`src/rtl/vga_timing_gen.sv`:
```
// vga_timing_gen: free-running raster timing for a VGA output.
// Two 12-bit counters (pixel within line, line within frame) are decoded into
// sync, blanking and frame-start strobes. Every output is a flop loaded from
// the same counter state, so coordinates and strobes change on the same edge.
module vga_timing_gen #(
   parameter int   H_ACTIVE = 1024,
   parameter int   H_FP     = 24,
   parameter int   H_SYNC   = 136,
   parameter int   H_BP     = 160,
   parameter int   V_ACTIVE = 768,
   parameter int   V_FP     = 3,
   parameter int   V_SYNC   = 6,
   parameter int   V_BP     = 29,
   parameter logic SYNC_POL = 1'b0
) (
   input  logic        clock,
   input  logic        reset_n,
   output logic        horiz_sync,
   output logic        vert_sync,
   output logic        video_on,
   output logic [11:0] pixel_row,
   output logic [11:0] pixel_column,
   output logic        frame_start
);

   // Line/frame geometry, all in the 12-bit counter domain.
   localparam logic [11:0] H_LAST     = 12'(H_ACTIVE + H_FP + H_SYNC + H_BP - 1);
   localparam logic [11:0] V_LAST     = 12'(V_ACTIVE + V_FP + V_SYNC + V_BP - 1);
   localparam logic [11:0] H_VIS      = 12'(H_ACTIVE);
   localparam logic [11:0] V_VIS      = 12'(V_ACTIVE);
   localparam logic [11:0] HS_FIRST   = 12'(H_ACTIVE + H_FP);
   localparam logic [11:0] HS_LAST    = 12'(H_ACTIVE + H_FP + H_SYNC - 1);
   localparam logic [11:0] VS_FIRST   = 12'(V_ACTIVE + V_FP);
   localparam logic [11:0] VS_LAST    = 12'(V_ACTIVE + V_FP + V_SYNC - 1);

   // Raster position counters. They run one position ahead of the outputs:
   // the output flops capture the decode of the position the counters hold,
   // so after reset release the first edge presents (0,0).
   logic [11:0] h_cnt_q, h_cnt_d;
   logic [11:0] v_cnt_q, v_cnt_d;

   // Registered outputs.
   logic        hs_q, hs_d;
   logic        vs_q, vs_d;
   logic        video_on_q, video_on_d;
   logic        frame_start_q, frame_start_d;
   logic [11:0] pixel_row_q, pixel_row_d;
   logic [11:0] pixel_column_q, pixel_column_d;

   // Next raster position: advance the pixel, wrap the line and the frame.
   // The >= compares keep the counters bounded even if they were corrupted.
   always_comb begin
      h_cnt_d = h_cnt_q + 12'd1;
      v_cnt_d = v_cnt_q;
      if (h_cnt_q >= H_LAST) begin
         h_cnt_d = 12'd0;
         if (v_cnt_q >= V_LAST) begin
            v_cnt_d = 12'd0;
         end else begin
            v_cnt_d = v_cnt_q + 12'd1;
         end
      end
   end

   // Decode the current counter position into the values the outputs take next.
   always_comb begin
      pixel_column_d = h_cnt_q;
      pixel_row_d    = v_cnt_q;
      hs_d           = ((h_cnt_q >= HS_FIRST) && (h_cnt_q <= HS_LAST)) ? SYNC_POL : ~SYNC_POL;
      vs_d           = ((v_cnt_q >= VS_FIRST) && (v_cnt_q <= VS_LAST)) ? SYNC_POL : ~SYNC_POL;
      video_on_d     = (h_cnt_q < H_VIS) && (v_cnt_q < V_VIS);
      frame_start_d  = (h_cnt_q == 12'd0) && (v_cnt_q == 12'd0);
   end

   // Counter and output registers; reset parks everything at the frame origin
   // with syncs inactive and blanking asserted.
   always_ff @(posedge clock or negedge reset_n) begin
      if (!reset_n) begin
         h_cnt_q        <= 12'd0;
         v_cnt_q        <= 12'd0;
         hs_q           <= ~SYNC_POL;
         vs_q           <= ~SYNC_POL;
         video_on_q     <= 1'b0;
         frame_start_q  <= 1'b0;
         pixel_row_q    <= 12'd0;
         pixel_column_q <= 12'd0;
      end else begin
         h_cnt_q        <= h_cnt_d;
         v_cnt_q        <= v_cnt_d;
         hs_q           <= hs_d;
         vs_q           <= vs_d;
         video_on_q     <= video_on_d;
         frame_start_q  <= frame_start_d;
         pixel_row_q    <= pixel_row_d;
         pixel_column_q <= pixel_column_d;
      end
   end

   assign horiz_sync   = hs_q;
   assign vert_sync    = vs_q;
   assign video_on     = video_on_q;
   assign frame_start  = frame_start_q;
   assign pixel_row    = pixel_row_q;
   assign pixel_column = pixel_column_q;

endmodule

```
`config.mk`:
```
export PLATFORM = sky130hd
export DESIGN_NAME = vga_timing_gen
export DESIGN_NICKNAME = d
export VERILOG_FILES = /design/src/rtl/vga_timing_gen.sv
export SDC_FILE = /design/constraint.sdc
export NUM_CORES = 1
export LEC_CHECK = 0
export CAP_MARGIN = 20
export CORE_MARGIN = 2
export CORE_UTILIZATION = 48
export DETAILED_ROUTE_END_ITERATION = 12
export HOLD_SLACK_MARGIN = 0.06
export PLACE_DENSITY = 0.74
export SETUP_SLACK_MARGIN = 0.5
export SYNTH_ARGS = -nofsm -noshare
export SYNTH_HDL_FRONTEND = slang
export SYNTH_SLANG_ARGS = --single-unit
```
`constraint.sdc`:
```
create_clock -name clock -period 1.8 [get_ports clock]
set_input_delay 0.27 -clock clock [delete_from_list [all_inputs] [get_ports clock]]
set_output_delay 0.27 -clock clock [all_outputs]
set_load 0.1 [all_outputs]
```
==> results.txt <==
----------------------------------------------------
[Logic synthesis]
  Number of nets produced by synthesis ... approximately 180
  Post-synth top area share ... 61.1%
  Share of flip-flops with an asynchronous set or reset ... 100%
  Ranking of synthesized cells by area ... sky130_fd_sc_hd__dfrtp_1, sky130_fd_sc_hd__ha_1, sky130_fd_sc_hd__nor2_1
  Most area-hungry cell type in the Yosys netlist ... sky130_fd_sc_hd__dfrtp_1
  Most used flip-flop cell after synthesis ... sky130_fd_sc_hd__dfrtp_1
  Netlist cell types ... 39
  Synth warnings ... 0
  Sequential fraction of the synthesis area ... between 60% and 70%
  Netlist Area Pre-Place ... between 0.002 and 0.0025 mm²
  Number of flops mapped to enable cells by yosys ... 0
  Synthesized area per cell ... about 12 µm²
  Number of instances in the synthesized netlist ... roughly 170
  Post-synthesis register bit count ... 52

[STA]
  Final setup vio count ... 9
  Unrepaired setup endpoints after global routing ... true
  Final Max Slew Viols ... 0
  Worst clock skew ... between 0.004 and 0.005 ns
  Highest Clock Rate ... between 0.5 and 0.6 GHz
  Worst Setup Slack, final ... -0.0362 ns
  Clock period minus worst slack ... approximately 1.8 ns
  Hold Fails Final Rpt ... 0
  Final clock period utilization by the worst path ... 102%

[Die]
  Number of placement rows ... 23
  Placeable core area ... between 0.004 and 0.005 mm²
  Die X-Extent ... between 60 and 70 µm
  Height of the die ... ~69 µm
  Die Footprint ... just under 0.005 mm²
  Count of boundary I/O pins ... 30
  Initial Util ... 50.5%

[Routing]
  Detailed-route wire length ... 5370 µm
  Starting DRT DRC Count ... 134
  Average wire per cell in the routed design ... between 15 and 20 µm
  DRC violations left ... 0
  Ratio of routed vias to standard cells ... roughly 5.7
  Residual antenna-violating net count after detailed routing ... 0
  1st-pass router iterations ... 4
  Routed vias ... between 1500 and 2000

[Final layout]
  Area Overhead vs Synth ... 50.6%
  Share of layout cells above drive strength 1 ... 47.1%
  Nets ... about 250
  End-of-flow core utilization ... between 70% and 80%
  Fill cell total of the finished layout ... 235
  Post-layout instance count excluding filler cells ... between 200 and 300
  Diode insertion count for antenna repair ... 0

[Setup path]
  Critical Path RT ... 2.05 ns
  Max FO, Critical Path ... 5
  Type of the setup path with the least slack ... flop to flop
  Setup crit end kind ... flop
  Category of the worst setup path launch point ... flop
  Data arrival time of the worst path ... ~2.1 ns

[Job]
  Max-cap violations ... 0

[Power]
  Peak supply drop ... approximately 0.00090 V
  Total leakage power ... 1.46 nW
  P per Cell Area ... roughly 1200 mW/mm²

[GRT]
  Residual overflow from global routing ... 0
  All-Layer GR Usage ... between 20% and 30%
  Via count of the first global-routing pass ... approximately 1700
  Largest net degree at the start of global routing ... 22
  Number of antenna violations at the first check in global routing ... 0
  Global-route wire length before repair ... 8270 µm

[Clock tree]
  Clock transition at the registers of the reported paths ... approximately 0.09 ns
  Clock latency at the later pin of the worst-skew pair ... between 0.3 and 0.4 ns
  Maximum root-to-sink buffer count ... 2
  Clock Tree Root ... sky130_fd_sc_hd__clkbuf_8
  TritonCTS Sinks ... between 50 and 60
  Max H-tree Level ... 2
  Number of buffers inserted during clock tree synthesis ... 5
  CTS tree ... built

[Place]
  I/O Buffers ... 29
  Sum of net half-perimeters after detailed placement ... ~3100 µm
  Number of cells in the design after placement ... between 200 and 300
  RD Place Congestion ... about 0.84

[Hold path]
  Path type of the worst min-delay path ... input pin to async pin

[Status]
  Status ... finished, violations left
  Violations in the final reports ... setup timing

----------------------------------------------------
-- cell families (layout without fill, tap and decap cells) --
logic type	Yosys count	in the layout	share of synthesized area (%)
AOI/OAI and AO/OA	29	29	10.4
DFF	52	52	63.7
and+or+nand+nor	62	63	16.0
xor gates and xnor gates	8	8	3.42
muxes	1	1	0.550
other	1	1	0.183
adders and majority gates	6	6	3.67
buffers and inverters	9	84	2.14
-- worst paths after layout --
kind / from / to / slack (ns) / depth (start not counted)
setup / recovery: pixel_row_d[11] / pixel_row_d[0] / -0.04 / 6
hold / removal: reset_n / pixel_row[4] / 0.45 / 2
setup reg to reg: pixel_row_d[11] / pixel_row_d[0] / -0.04 / 6
hold reg to reg: pixel_row_d[2] / pixel_row[2] / 0.47 / 0
max in group asynchronous: reset_n / horiz_sync / 0.69 / 3
min in group clock: pixel_row_d[2] / pixel_row[2] / 0.47 / 0
-- cells in the final DEF, fill, tap and decap left out, drive strengths merged, types with 2 or more instances in the layout --
| cell | instances |
|---|---|
| xnor2 | 4 |
| nor2 | 22 |
| a41oi | 2 |
| nand2b | 2 |
| a21oi | 4 |
| buf | 71 |
| dfrtp | 50 |
| nand3 | 7 |
| inv | 4 |
| ha | 6 |
| a31oi | 2 |
| nor2b | 4 |
| nand4 | 2 |
| nand2 | 6 |
| a22o | 7 |
| or4 | 2 |
| and3 | 5 |
| nor4 | 3 |
| xor2 | 4 |
| or2 | 2 |
| o21ai | 8 |
| clkbuf | 6 |
| dfstp | 2 |
| nor3 | 5 |
-- worst max-delay path: stages (launching register included) --
cell and delay, ns:
sky130_fd_sc_hd__dfrtp_1 0.41, sky130_fd_sc_hd__or4_4 0.56, sky130_fd_sc_hd__a2111oi_4 0.27, sky130_fd_sc_hd__nor2_4 0.10
sky130_fd_sc_hd__buf_6 0.16, sky130_fd_sc_hd__nor2_4 0.13, sky130_fd_sc_hd__mux2_1 0.15
-- where the power goes --
part / internal [W] / switching [W] / total, W / leakage, nW
combinational: 0.000495 / 0.000977 / 0.00147 / 0.712
sequential: 0.00132 / 0.000130 / 0.00145 / 0.688
clock: 0.000413 / 0.000373 / 0.000786 / 0.0552
-- sequential cells by signal, indices dropped and copies added, names as in the netlist --
register / count
pixel_column: 12
pixel_row_d: 12
horiz_sync: 1
vert_sync: 1
frame_start: 1
h_cnt_q: 12
video_on: 1
pixel_row: 12
-- stage by stage --
| stage | cell area, µm² | setup slack (ns) | hold WS (ns) | total power (W) | setup TNS [ns] |
|---|---|---|---|---|---|
| floorplan | 2110 | 0.117 | -0.0256 | 0.00233 | 0 |
| global placement | 2530 | 0.0499 | 0.225 | 0.00268 | 0 |
| detailed placement | 2530 | -0.0405 | 0.240 | 0.00270 | -0.238 |
| CTS | 2930 | 0.00259 | 0.440 | 0.00359 | 0 |
| global route | 3090 | -0.110 | 0.473 | 0.00385 | -0.936 |
| finish | 3090 | -0.0362 | 0.445 | 0.00371 | -0.205 |
-- per-layer routing --
metal  up-vias  routed length [µm]  GRT usage [%]  share of wire [%]
met2        65                2850           38.5                 53
met5         -                   0              0                  0
met1       845                2080           26.5                 39
met3        20                 254           5.67                4.7
met4         0                 181           8.28                3.4
li1        745                   -              -                  -
-- timing repair --
item / in CTS / in global routing
gates resized for setup: 21 / 27
hold endpoints to repair: 18 / 0
setup buffers: 15 / 4
setup endpoints to repair: 27 / 27
cloned: 3 / 0
hold buffers: 1 / 0
pin swaps: 16 / 21
-- cell usage after synthesis (3+ instances only) --
master	n
sky130_fd_sc_hd__inv_1	4
sky130_fd_sc_hd__nor4_1	3
sky130_fd_sc_hd__nand3_1	7
sky130_fd_sc_hd__nor3_1	5
sky130_fd_sc_hd__xor2_1	4
sky130_fd_sc_hd__nor2b_1	4
sky130_fd_sc_hd__o21ai_1	4
sky130_fd_sc_hd__nor2_1	20
sky130_fd_sc_hd__a22o_1	7
sky130_fd_sc_hd__a21oi_1	4
sky130_fd_sc_hd__nand2_1	6
sky130_fd_sc_hd__and3_1	5
sky130_fd_sc_hd__dfrtp_1	50
sky130_fd_sc_hd__xnor2_1	4
sky130_fd_sc_hd__ha_1	6
-- cell type report --
cell class,instances,area (µm²),area share (%)
Timing Repair Buffer,72,671,21.7
Tap cell,50,62.6,2.03
Inverter,4,15.0,0.487
Sequential cell,52,1300,42.3
Multi-Input combinational cell,108,926,30.0
Clock inverter,2,35.0,1.14
Clock buffer,6,72.6,2.35
(Power assumes the default switching activity.)
